--- src/rtl/array_pkg.sv ---
// Shared definitions for the systolic-array front end: FSM encoding, default
// geometry and the wave-counter width helper.
package array_pkg;

  localparam int unsigned W_DEF = 8;
  localparam int unsigned N_DEF = 4;
  localparam int unsigned K_DEF = 4;

  typedef enum logic [1:0] {
    ST_IDLE   = 2'd0,
    ST_STREAM = 2'd1,
    ST_FLUSH  = 2'd2,
    ST_DONE   = 2'd3
  } state_t;

  // The wave counter runs 0..k+n-2, which always fits in clog2(k+n) bits.
  function automatic int unsigned wave_w(input int unsigned k, input int unsigned n);
    return $clog2(k + n);
  endfunction

endpackage

--- src/rtl/skew_window_decode.sv ---
// Decodes the wave counter into the set of rows whose K-word read window is open:
// row i is active for i <= c <= i+K-1.
module skew_window_decode #(
  parameter int unsigned N  = 4,
  parameter int unsigned K  = 4,
  parameter int unsigned CW = 3
) (
  input  logic [CW-1:0] c,
  output logic [N-1:0]  active
);

  for (genvar i = 0; i < N; i++) begin : g_row
    localparam logic [CW-1:0] LO = CW'(i);
    localparam logic [CW-1:0] HI = CW'(i + K - 1);
    // Row 0's lower bound is trivially met, so only the upper bound is compared.
    if (i == 0) begin : g_first
      assign active[i] = (c <= HI);
    end else begin : g_rest
      assign active[i] = (c >= LO) && (c <= HI);
    end
  end

endmodule

--- src/rtl/array_skew_feeder.sv ---
// Drains the per-row alignment FIFOs with a one-cycle-per-row stagger so the
// systolic array sees a diagonal wavefront; stalls freeze every row together.
module array_skew_feeder
  import array_pkg::*;
#(
  parameter int unsigned W = W_DEF,
  parameter int unsigned N = N_DEF,
  parameter int unsigned K = K_DEF
) (
  input  logic             clk,
  input  logic             resetn,
  input  logic             start,
  input  logic [N-1:0]     fifo_empty,
  input  logic [N*W-1:0]   fifo_data,
  output logic [N-1:0]     fifo_re,
  output logic [N*W-1:0]   row_data,
  output logic [N-1:0]     row_valid,
  output logic             busy,
  output logic             done,
  output logic [15:0]      stall_cnt
);

  localparam int unsigned   CW      = wave_w(K, N);
  localparam logic [CW-1:0] C_LAST  = CW'(K + N - 2);
  localparam logic [15:0]   CNT_MAX = 16'hFFFF;

  state_t        state, state_nx;
  logic [CW-1:0] c, c_nx;
  logic [N-1:0]  active;
  logic          stall;
  logic          busy_nx;
  logic          done_nx;

  skew_window_decode #(
    .N  (N),
    .K  (K),
    .CW (CW)
  ) u_decode (
    .c      (c),
    .active (active)
  );

  // State, wave counter and registered outputs.
  always_ff @(posedge clk or negedge resetn) begin
    if (!resetn) begin
      state     <= ST_IDLE;
      c         <= '0;
      row_valid <= '0;
      busy      <= 1'b0;
      done      <= 1'b0;
      stall_cnt <= '0;
    end else begin
      state     <= state_nx;
      c         <= c_nx;
      row_valid <= fifo_re;
      busy      <= busy_nx;
      done      <= done_nx;
      if (stall && (stall_cnt != CNT_MAX)) begin
        stall_cnt <= stall_cnt + 16'd1;
      end
    end
  end

  // Next state, wave advance and read enables; any empty active row stalls the whole wave.
  always_comb begin
    state_nx = state;
    c_nx     = c;
    fifo_re  = '0;
    stall    = 1'b0;
    unique case (state)
      ST_IDLE: begin
        if (start) begin
          state_nx = ST_STREAM;
          c_nx     = '0;
        end
      end
      ST_STREAM: begin
        stall = |(active & fifo_empty);
        if (!stall) begin
          fifo_re = active;
          if (c == C_LAST) begin
            state_nx = ST_FLUSH;
          end else begin
            c_nx = c + CW'(1);
          end
        end
      end
      ST_FLUSH: begin
        state_nx = ST_DONE;
      end
      ST_DONE: begin
        state_nx = ST_IDLE;
        c_nx     = '0;
      end
      default: begin
        state_nx = ST_IDLE;
        c_nx     = '0;
      end
    endcase
    busy_nx = (state_nx == ST_STREAM) || (state_nx == ST_FLUSH);
    done_nx = (state_nx == ST_DONE);
  end

  // FIFO output is only meaningful the cycle after a read; mask it otherwise.
  always_comb begin
    row_data = '0;
    for (int i = 0; i < N; i++) begin
      row_data[i*W +: W] = row_valid[i] ? fifo_data[i*W +: W] : W'(0);
    end
  end

endmodule
--- config.mk ---
export PLATFORM = sky130hd
export DESIGN_NAME = array_skew_feeder
export DESIGN_NICKNAME = d
export VERILOG_FILES = /design/src/rtl/array_pkg.sv /design/src/rtl/skew_window_decode.sv /design/src/rtl/array_skew_feeder.sv
export SDC_FILE = /design/constraint.sdc
export NUM_CORES = 1
export LEC_CHECK = 0
export ABC_AREA = 0
export BUFFER_PORTS_ARGS = -buffer_cell sky130_fd_sc_hd__buf_2
export CAP_MARGIN = 20
export CELL_PAD_IN_SITES_DETAIL_PLACEMENT = 1
export CELL_PAD_IN_SITES_GLOBAL_PLACEMENT = 2
export CORE_UTILIZATION = 25
export DETAILED_ROUTE_END_ITERATION = 16
export PLACE_DENSITY = 0.85
export SLEW_MARGIN = 0
export SYNTH_ARGS = -nofsm -noshare
export SYNTH_HDL_FRONTEND = slang
export SYNTH_SLANG_ARGS = --single-unit
--- constraint.sdc ---
create_clock -name clk -period 5 [get_ports clk]
set_input_delay 0.25 -clock clk [delete_from_list [all_inputs] [get_ports clk]]
set_output_delay 0.25 -clock clk [all_outputs]
set_load 0.01 [all_outputs]
* Word-level counts from Yosys, hierarchy flattened *
Cells that the tools add are included.
Widths: inputs -> output; s select.

storage, ports and cells
  bits of input ports = 39
  bits in read-only memories = 0
  memories kept = 0
  register bits after elaboration = 27
  word-level logic and storage cells = 51
  bits in latches = 0
  output and inout bits = 58
  RAM bits = 0

cells by class
  add/sub/neg operators = 2
  bitwise operators = 1
  magnitude comparators = 7
  shift operators = 0
  equality and inequality tests = 11
  div/mod/pow operators = 0
  $mul = 0
  reductions and logical operators = 9
  mux-type cells = 15

operators by type and width
  kind                   count
  $mux 8                 4
  $add 16x1->16 const B  1
  $ne 16x16->1 const B   1
  $le 3x3->1 const B     3
  $mux 3                 3
  $pmux 3 s3             1
  $eq 2x2->1 const B     4
  $mux 4                 2
  $pmux 2 s4             1
  $ge 3x2->1 const B     2
  $mux 2                 3
  $ne 2x2->1 const B     3
  $and 4x4->4            1
  $eq 2x1->1 const B     2
  $logic_and 1x1->1      4
  $reduce_and 4->1       1
  $reduce_or 4->1        1
  $add 3x1->3 const B    1
  $eq 3x3->1 const B     1
  $ge 3x1->1 const B     1
  $le 3x2->1 const B     1
  $reduce_bool 3->1      1
  $logic_not 2->1        1
  $logic_or 1x1->1       1
  $mux 1                 1

* Longest topological paths before layout *
Gate-level depths: netlist of run 1.

  word-level depth = 8
  mapped depth = 10

* Modules after synthesis *
From an unflattened synthesis of run 1, not the netlist that was laid out.

unflattened totals
  cell total of the unflattened synthesis = 155
  area, all modules = 1517.7 sq um

modules (own cells, without submodules)
  module              cells each  area an instance (sq um)  times used  sequential area each (sq um)
  array_skew_feeder   149         1480.2                    1           675.6
  skew_window_decode  6           37.5                      1           0.0

* Worst setup path before layout of run 1 *
No wires, ideal clock.

  path kind = register to output
  from = register c[1]
  to = output port fifo_re[3]
  path buffers = 2
  required time = 4750 ps
  arrival time = 2419 ps
  slack = 2331 ps
  stages on the path, launching flop included = 10
  path through = dfrtp_1 > buf_2 > inv_1 > ha_1 > or4_1 > and3_1 > a2111oi_4 > buf_6 > nand2_2 > a311oi_1

on the way
  cells in the longest elaborated chain, start to end = 6
  elaborated cells between the ends (all ways) = 14

ends and longest elaborated chain
  element                             RTL line                  source
  start: declaration                  array_skew_feeder.sv:28   logic [CW-1:0] c, c_nx;
  start signal: assignment            array_skew_feeder.sv:54   c <= c_nx;
  $ge 3x1->1 (tied with other cells)  skew_window_decode.sv:19  assign active[i] = (c >= LO) && (c <= HI);
  $logic_and 1x1->1                   skew_window_decode.sv:19
  $and 4x4->4                         array_skew_feeder.sv:78   stall = |(active & fifo_empty);
  $reduce_or 4->1                     array_skew_feeder.sv:78
  $mux 4 *                            array_skew_feeder.sv:79   if (!stall) begin
  $mux 4 *                            array_skew_feeder.sv:70   unique case (state)
  end: declaration                    array_skew_feeder.sv:15   output logic [N-1:0] fifo_re,

Every way passes the cells marked *; elsewhere a longest branch is shown, timed or not.

* Worst setup path in the final report of run 1 *
Ends and elaborated chain as after synthesis.

==> impl_metrics.py, run 1 <==
metrics = {
    "clocking": {
        "cts_resized": 0,
        "cts_root_buf": "clkbuf_8",
        "cts_setup_buffers": 0,
        "tritoncts": "built",
        "clkSinkCount": 27,
        "cts_buffer_depth": 2,
        "hold_buffers": 1,
        "cts_buffers": 3,
        "clock_latency_ns": 0.27,
        "htree_levels": 1,
        "clk_pin_slew_ns": 0.09,
    },
    "setup_path": {
        "cp-start-kind": "register",
        "critPathTopFamily": "simple AND/OR/NAND/NOR gates",
        "startpoint": "c[1]",
        "cp.required_ns": 4.75,
        "cp-end-kind": "primary output",
        "worst_path_max_delay_cell": "dfrtp_1",
        "slowest_delay_ns": 0.57,
        "path_cells": "inv_1 -> ha_1 -> or4_1 -> and3_1 -> a2111oi_4 -> buf_4 -> nand2_2 -> a311oi_1 -> buf_2",
        "critPathKind": "register to primary output",
        "path_buf_inv": 3,
        "worst-endpoint-arrival_ns": 3.00,
        "crit_fanout": 21,
        "r2r-start": "c[1]",
    },
    "route": {
        "vias": 1604,
        "antenna_left": 0,
        "drc": 0,
        "drt-total-wl_mm": 4.48,
        "first_pass_iters": 5,
        "drtIter0Drc": 79,
        "drt-wirelength-per-cell_um": 13.0,
        "via_per_inst": 4.64,
    },
    "sta": {
        "fin_crit_ns": 3.25,
        "layout_setup_ws_ns": 1.75,
        "setup_tns_ns": 0,
        "finalHoldViolCount": 0,
        "drv_slew": 0,
        "rsz0062_at_grt": "no",
        "tightest_slew_ns": 0.611,
        "skew_ns": 0.00542,
        "setup_viol": 0,
        "timing.fmax_ghz": 0.307,
        "post-route-period-util_pct": 65.1,
        "max_slew_margin_pct": 59.3,
    },
    "power": {
        "p_int_uw": 592,
        "p_seq_share_pct": 37.5,
        "p_leak_nw": 1.18,
        "irDropWorstVdd_mv": 0.158,
        "power.density_mw_per_mm2": 478,
        "p_sw_uw": 479,
        "p_comb_share_pct": 50.8,
        "swShare_pct": 44.7,
        "p_clk_share_pct": 11.7,
    },
    "global_route": {
        "grt_use_total_pct": 13.4,
        "grt_pass1_vias": 1555,
        "grt_pass1_wl_mm": 7.62,
        "antenna_found_initial": 0,
        "grt_start_max_net_pins": 28,
        "grt.overflow.total": 0,
    },
    "synth": {
        "synth_top_area_share_pct": 41.2,
        "synth_most_common_cell": "and2_1",
        "netlist_area_mm2": 0.00164,
        "synth_area_leaders": "dfrtp_1 41%, and2_1 12%, xor2_1 5.9%",
        "synth_top_cell_by_area": "dfrtp_1",
        "synth_cell_types": 38,
        "ys_seq_area_share_pct": 41.2,
        "ys_warn_count": 0,
        "syn_nets": 218,
        "synth_common_cells": "32 x and2_1, 27 x dfrtp_1, 14 x nor2_1",
        "netlist_instances": 173,
        "synth_seq_cells": 27,
        "synth_edf_count": 0,
        "ys.flop_type": "dfrtp_1",
        "synth.avg_cell_area_um2": 9.48,
        "async_flop_share_pct": 100,
    },
    "floorplan": {
        "die_width_um": 83,
        "dieArea_mm2": 0.00689,
        "rows": 29,
        "pin_count": 97,
        "core_mm2": 0.00635,
        "die_height_um": 83,
        "initial_core_util_pct": 25.8,
    },
    "worst_hold_path": {
        "hp-start": "start",
        "min_path_type": "input port to register",
    },
    "status": {
        "status": "finished, final reports clean",
    },
    "finish": {
        "area_delta_synth_final_pct": 36.5,
        "nNetsFinal": 315,
        "n_antenna_cell": 0,
        "drive_gt1_share_pct": 40.5,
    },
    "place": {
        "place_hpwl_mm": 3.59,
        "io_buffers": 96,
        "preCtsSetupSlack_ns": 2.02,
        "gp_congestion": 0.761,
    },
    "flow_run": {
        "maxCapViolCount": 0,
    },
}
-- logic make-up after synthesis --
kind of cell	after synthesis	share of synthesized area, %
AOI/OAI and AO/OA	20	9.99
DFF	27	41.2
buffers and inverters	12	3.89
xor gates and xnor gates	12	6.41
adders and majority gates	6	4.58
and+or+nand+nor	92	30.5
muxes	4	3.43
-- per-stage QoR --
step                      std cells  cell area (µm²)  total power [mW]  util (%)  hold WS, ns
final                           346             2240              1.07      35.3        0.309
after global placement          341             2180             0.941      34.4        0.295
after floorplan                 173             1640             0.766         -      -0.0456
after detailed placement        341             2180             0.959      34.4        0.305
after global routing            346             2240              1.17      35.3        0.347
after CTS                       346             2240              1.09      35.3        0.304
-- cell usage in the layout (no fill, tap or decap), types with 2 or more instances in the layout --
cell type  count
a211oi_1       2
a21oi_1        5
and2_1        32
buf_2         96
clkbuf_8       3
dfrtp_1       27
ha_1           6
inv_1          6
mux2_4         3
nand2_1       10
nand2b_1       3
nand3_1        9
nand4_1        6
nor2_1        14
nor3_1         8
nor4_1         2
o21ai_0        2
o2bb2ai_1      2
or4_1          2
xor2_1        11
-- power groups by stage --
stage | clock [mW] | combinational, mW | sequential [mW]
floorplan | 0 | 0.375 | 0.391
global route | 0.139 | 0.607 | 0.420
finish | 0.125 | 0.543 | 0.402
CTS | 0.134 | 0.555 | 0.403
global placement | 0 | 0.538 | 0.404
detailed placement | 0 | 0.551 | 0.407
-- flip-flops by register name (all words and copies together), names as in the netlist --
register,flops
done,1
stall_cnt,16
state,2
c,3
row_valid,4
busy,1
-- cell type report --
| type | count | area [µm²] |
|---|---|---|
| multi-input combinational | 134 | 901 |
| tap | 77 | 96.3 |
| sequential | 27 | 676 |
| clock buffer | 4 | 45.0 |
| timing repair buffer | 98 | 498 |
| inverter | 6 | 22.5 |
| fill | 792 | 4110 |
-- layer usage --
| metal | up-vias | global-route usage [%] | wire length (µm) |
|---|---|---|---|
| met5 | - | 0 | 0 |
| met4 | 0 | 3.76 | 54 |
| met3 | 5 | 3.28 | 324 |
| met2 | 71 | 23.2 | 2200 |
| met1 | 741 | 16.5 | 1910 |
| li1 | 787 | - | - |
-- path summary, 6_finish.rpt --
check,to,slack [ns],cells past startpoint
setup reg to reg,busy,2.23,9
min in group asynchronous,stall_cnt[5],0.51,2
hold / removal,state[0],0.31,3
setup / recovery,fifo_re[3],1.75,9
hold reg to reg,stall_cnt[10],0.51,1
max in group asynchronous,done,4.09,2
-- tightest hold or removal path, cell delays in order --
cell     delay, ns
buf_2         0.11
nor2_1        0.07
o21ai_0       0.10
(Power assumes the default switching activity.)
==> run 2: changes to the inputs <==
--- a/config.mk
+++ b/config.mk
@@ -10,9 +10,9 @@
 export CAP_MARGIN = 20
 export CELL_PAD_IN_SITES_DETAIL_PLACEMENT = 1
 export CELL_PAD_IN_SITES_GLOBAL_PLACEMENT = 2
-export CORE_UTILIZATION = 25
+export CORE_UTILIZATION = 24
 export DETAILED_ROUTE_END_ITERATION = 16
-export PLACE_DENSITY = 0.85
+export PLACE_DENSITY = 0.82
 export SLEW_MARGIN = 0
 export SYNTH_ARGS = -nofsm -noshare
 export SYNTH_HDL_FRONTEND = slang
==> constraint.sdc (replaced) <==
create_clock -name clk -period 3.2 [get_ports clk]
set_input_delay 0.16 -clock clk [delete_from_list [all_inputs] [get_ports clk]]
set_output_delay 0.16 -clock clk [all_outputs]
set_load 0.01 [all_outputs]
==> impl_metrics.py, run 2 (same netlist as run 1, synthesis figures left out) <==
metrics = {
    "status": {
        "status": "finished, final reports clean",
    },
    "finish": {
        "drive_gt1_share_pct": 41.9,
        "layout_commonest_cell": "buf_2",
        "mostFrequentLayoutCells": "96 x buf_2, 32 x and2_1, 25 x dfrtp_1, 14 x nor2_1, 11 x xor2_1",
        "reg_top3": "stall_cnt (16), row_valid (4), c (3)",
        "nFillCells": 804,
        "regMostFlops": "stall_cnt",
        "multiInputGateArea_um2": 901,
        "finish.utilization_pct": 35.0,
        "largest_register_ffs": 16,
        "area_delta_synth_final_pct": 38.0,
        "regArea_um2": 678,
        "n_antenna_cell": 0,
        "nNetsFinal": 318,
    },
    "sta": {
        "layout_setup_ws_ns": 0.208,
        "max_slew_margin_pct": 57.4,
        "setup_tns_ns": 0,
        "tightest_slew_ns": 0.639,
        "post-route-period-util_pct": 93.5,
        "drv_slew": 0,
        "finalHoldViolCount": 0,
        "rsz0062_at_grt": "no",
        "timing.fmax_ghz": 0.334,
        "setup_viol": 0,
        "fin_crit_ns": 2.99,
        "whs_ns": 0.235,
        "skew_ns": 0.00252,
    },
    "route": {
        "drt-wirelength-per-cell_um": 13.3,
        "drc": 0,
        "drtIter0Drc": 105,
        "vias": 1603,
        "via_per_inst": 4.59,
        "first_pass_iters": 10,
        "antenna_left": 0,
        "drt-total-wl_mm": 4.65,
    },
    "global_route": {
        "grt_pass1_vias": 1646,
        "grt_pass1_wl_mm": 7.85,
        "grt_use_total_pct": 13.5,
        "grt.overflow.total": 0,
        "grt_start_max_net_pins": 28,
        "antenna_found_initial": 0,
    },
    "setup_path": {
        "critical_path_depth": 8,
        "worst_path_max_delay_cell": "or4_1",
        "reg2regPathDepth": 9,
        "cp.required_ns": 3.04,
        "slowest_delay_ns": 0.53,
        "crit_end": "fifo_re[3]",
        "critPathTopFamily": "simple AND/OR/NAND/NOR gates",
        "r2r-start": "c[1]",
        "startpoint": "c[1]",
        "path_cells": "inv_1 -> ha_1 -> or4_1 -> and3_1 -> a2111oi_4 -> nand2_2 -> a311oi_1 -> buf_2",
        "path_buf_inv": 2,
        "worst-endpoint-arrival_ns": 2.83,
        "critPathKind": "register to primary output",
        "cp-start-kind": "register",
        "cp-end-kind": "primary output",
        "crit_fanout": 12,
        "ff2ff_setup_slack_ns": 0.44,
        "r2r-end": "stall_cnt[12]",
    },
    "power": {
        "swShare_pct": 44.8,
        "total_power_mw": 1.73,
        "p_seq_share_pct": 36.5,
        "p_comb_share_pct": 51.4,
        "irDropWorstVdd_mv": 0.408,
        "p_leak_nw": 1.19,
        "p_clk_share_pct": 12.1,
        "power.density_mw_per_mm2": 765,
        "p_sw_uw": 775,
        "p_int_uw": 956,
    },
    "floorplan": {
        "die_width_um": 84.7,
        "rows": 29,
        "pin_count": 97,
        "initial_core_util_pct": 25.4,
        "core_mm2": 0.00646,
        "die_height_um": 84.7,
        "dieArea_mm2": 0.00717,
    },
    "clocking": {
        "clkSinkCount": 27,
        "tritoncts": "built",
        "cts_buffers": 3,
        "clock_latency_ns": 0.28,
        "clk_pin_slew_ns": 0.10,
        "htree_levels": 1,
        "cts_root_buf": "clkbuf_8",
        "cts_buffer_depth": 2,
    },
    "worst_hold_path": {
        "min_path_type": "input port to register",
    },
    "place": {
        "gp_congestion": 0.717,
        "place_hpwl_mm": 3.68,
        "preCtsSetupSlack_ns": 0.382,
        "io_buffers": 96,
    },
    "flow_run": {
        "maxCapViolCount": 0,
    },
}
run 2: changes by cell type in the layout (fill, tap and decap cells not counted):
| cell | before | now |
|---|---|---|
| dfrtp_1 | 27 | 25 |
| dfrtp_2 | 0 | 2 |
| buf_4 | 1 | 4 |
run 2: routing by layer:
metal  wire, µm  vias up  global-route usage, %
met5          0        -                      0
met4         44        0                   3.70
met3        298        6                   2.36
met2       2130       74                   23.4
met1       2180      733                   17.3
li1           -      790                      -
run 2: metrics by stage:
step,instances,cell area (µm²)
5_1_grt,349,2260
4_1_cts,348,2250
6_report,349,2260
2_1_floorplan,173,1640
3_3_place_gp,343,2200
3_5_place_dp,343,2200
run 2: final cells by class:
type | instances | area share (%)
Clock buffer | 4 | 1.99
Inverter | 6 | 0.995
Tap cell | 77 | 4.26
Multi-Input combinational cell | 134 | 39.8
Sequential cell | 27 | 30.0
Timing Repair Buffer | 101 | 23.0
run 2: worst min path at each step:
stage,startpoint,endpoint,slack (ns),cells past startpoint
2_1_floorplan,resetn,busy,-0.14,0
3_5_place_dp,resetn,stall_cnt[4],0.23,1
3_3_place_gp,resetn,stall_cnt[5],0.22,1
6_report,start,state[0],0.23,3
4_1_cts,start,state[0],0.25,3
5_1_grt,fifo_empty[2],row_valid[1],0.26,4
run 2: timing repair:
item,in CTS,in global routing
endpoints found under the hold margin,27,0
setup endpoints to repair,0,2
resized for setup,0,2
setup buffers,0,1
hold buffers,1,0
run 2: worst min-delay path: cells and delay by family:
family                 cells  cell delay, ns
AOI/OAI and AO/OA          1            0.12
buffers and inverters      1            0.11
and+or+nand+nor            1            0.07
run 2: power groups by stage:
| stage | Sequential, mW | Combinational [mW] | Clock (mW) |
|---|---|---|---|
| floorplan | 0.612 | 0.585 | 0 |
| detailed placement | 0.637 | 0.887 | 0 |
| global placement | 0.633 | 0.866 | 0 |
| CTS | 0.633 | 0.891 | 0.214 |
| global route | 0.664 | 0.997 | 0.224 |
| finish | 0.632 | 0.890 | 0.209 |
==> run 3: changes to the inputs <==
--- a/config.mk
+++ b/config.mk
@@ -8,12 +8,12 @@
 export ABC_AREA = 0
 export BUFFER_PORTS_ARGS = -buffer_cell sky130_fd_sc_hd__buf_2
 export CAP_MARGIN = 20
-export CELL_PAD_IN_SITES_DETAIL_PLACEMENT = 1
-export CELL_PAD_IN_SITES_GLOBAL_PLACEMENT = 2
-export CORE_UTILIZATION = 24
+export CELL_PAD_IN_SITES_DETAIL_PLACEMENT = 0
+export CELL_PAD_IN_SITES_GLOBAL_PLACEMENT = 1
+export CORE_UTILIZATION = 31
 export DETAILED_ROUTE_END_ITERATION = 16
 export PLACE_DENSITY = 0.82
-export SLEW_MARGIN = 0
+export SLEW_MARGIN = 20
 export SYNTH_ARGS = -nofsm -noshare
 export SYNTH_HDL_FRONTEND = slang
 export SYNTH_SLANG_ARGS = --single-unit
==> impl_metrics.py, run 3 (same netlist as run 1, synthesis figures left out) <==
metrics = {
    "flow_run": {
        "maxCapViolCount": 0,
    },
    "floorplan": {
        "initial_core_util_pct": 32.1,
        "rows": 26,
        "core_mm2": 0.00511,
        "die_height_um": 74.7,
        "pin_count": 97,
        "die_width_um": 74.7,
        "dieArea_mm2": 0.00559,
    },
    "sta": {
        "finalHoldViolCount": 0,
        "skew_ns": 0.00335,
        "setup_tns_ns": 0,
        "max_slew_margin_pct": 58.8,
        "fin_crit_ns": 2.91,
        "post-route-period-util_pct": 90.9,
        "tightest_slew_ns": 0.618,
        "setup_viol": 0,
        "timing.fmax_ghz": 0.344,
        "drv_slew": 0,
        "rsz0062_at_grt": "no",
    },
    "finish": {
        "drive_gt1_share_pct": 41.5,
        "n_antenna_cell": 0,
        "reg_top3": "stall_cnt (16), row_valid (4), c (3)",
        "nNetsFinal": 316,
        "layout.cells.non_filler": 340,
        "mostFrequentLayoutCells": "96 x buf_2, 32 x and2_1, 26 x dfrtp_1, 14 x nor2_1, 11 x xor2_1",
        "nFillCells": 536,
        "largest_register_ffs": 16,
        "area_delta_synth_final_pct": 36.7,
        "layout_commonest_cell": "buf_2",
        "regMostFlops": "stall_cnt",
    },
    "place": {
        "io_buffers": 96,
        "place_hpwl_mm": 3.23,
        "placed_cells": 335,
        "gp_congestion": 0.838,
    },
    "clocking": {
        "cts_setup_buffers": 0,
        "cts_buffers": 3,
        "clkSinkCount": 27,
        "htree_levels": 1,
        "tritoncts": "built",
        "cts_buffer_depth": 2,
        "clk_pin_slew_ns": 0.09,
        "clock_latency_ns": 0.27,
        "cts_root_buf": "clkbuf_8",
    },
    "route": {
        "vias": 1565,
        "top_layer": "met4",
        "drtIter0Drc": 52,
        "drt-wirelength-per-cell_um": 12.1,
        "first_pass_iters": 4,
        "drt-total-wl_mm": 4.13,
        "via_per_inst": 4.60,
        "drc": 0,
        "wl_met1_mm": 1.83,
        "antenna_left": 0,
        "route.met2.wl_mm": 1.97,
        "wl_met3_um": 317,
    },
    "global_route": {
        "grt_use_total_pct": 14.7,
        "grt_pass1_wl_mm": 6.31,
        "antenna_found_initial": 0,
        "grt.overflow.total": 0,
        "grt_start_max_net_pins": 28,
        "grt_pass1_vias": 1339,
    },
    "setup_path": {
        "worst_path_max_delay_cell": "dfrtp_1",
        "critPathKind": "register to primary output",
        "slowest_delay_ns": 0.54,
        "cp-end-kind": "primary output",
        "cpMostUsedCell": "ha_1",
        "critPathTopFamily": "compound AO/OA/AOI/OAI gates",
        "worst-endpoint-arrival_ns": 2.75,
        "path_cells": "ha_1 -> ha_1 -> a2bb2oi_1 -> a22o_1 -> a2111oi_4 -> nand2_2 -> a311oi_1 -> buf_2",
        "crit_fanout": 14,
        "cp.required_ns": 3.04,
        "cp-start-kind": "register",
        "path_buf_inv": 1,
    },
    "power": {
        "irDropWorstVdd_mv": 0.428,
        "power.density_mw_per_mm2": 749,
        "p_leak_nw": 1.18,
    },
    "status": {
        "status": "finished, final reports clean",
    },
    "worst_hold_path": {
        "min_path_type": "input port to register",
    },
}
==> run 3: cell types whose count changed in the layout (fill, tap and decap cells not counted) <==
| cell | change |
|---|---|
| buf_4 | -2 |
| clkbuf_1 | -1 |
| clkinvlp_4 | +1 |
| dfrtp_1 | +1 |
| dfrtp_2 | -1 |
==> run 3: path summary, 6_finish.rpt <==
path | startpoint | cells after the start | slack, ns | endpoint
worst max-delay path | c[0] | 8 | 0.29 | fifo_re[3]
worst min-delay path | start | 3 | 0.23 | state[0]
worst max register to register | c[0] | 9 | 0.49 | busy
worst min register to register | stall_cnt[10] | 1 | 0.51 | stall_cnt[10]
max in group asynchronous | resetn | 2 | 2.32 | c[1]
min in group asynchronous | resetn | 2 | 0.45 | stall_cnt[7]
==> run 3: timing repair <==
action,in CTS,in global routing
setup endpoints to repair,0,1
hold buffers,1,0
gates resized for setup,0,1
endpoints found under the hold margin,27,0
==> run 3: stage by stage <==
step	util (%)	total power [mW]	hold slack [ns]	instance area [µm²]	setup slack, ns
after floorplan	-	1.20	-0.136	1640	0.612
after global placement	42.7	1.47	0.208	2180	0.502
after detailed placement	42.7	1.49	0.219	2180	0.433
after CTS	43.9	1.70	0.225	2240	0.170
after global routing	43.9	1.84	0.251	2240	0.0669
final	43.9	1.68	0.231	2240	0.290
==> run 3: final cells by class <==
class | instances | area, µm² | area share, %
Multi-Input combinational cell | 134 | 901 | 40.2
Sequential cell | 27 | 677 | 30.2
Timing Repair Buffer | 99 | 505 | 22.5
Tap cell | 70 | 87.6 | 3.91
Clock buffer | 3 | 41.3 | 1.84
Inverter | 6 | 22.5 | 1.00
Clock inverter | 1 | 7.51 | 0.335
==> run 3: tightest hold or removal path: stages <==
cell	delay, ns
buf_2	0.10
nor2_1	0.07
o21ai_0	0.11
==> run 3: per-layer routing <==
metal  track usage, %  vias up
met5                0        -
met4             2.52        0
met3             3.35        2
met2             26.8       78
met1             17.7      698
li1                 -      787
==> run 3: power breakdown <==
part	leakage (nW)	internal, mW	switching [mW]
sequential	0.332	0.454	0.175
clock	0.0217	0.0883	0.108
combinational	0.831	0.392	0.461
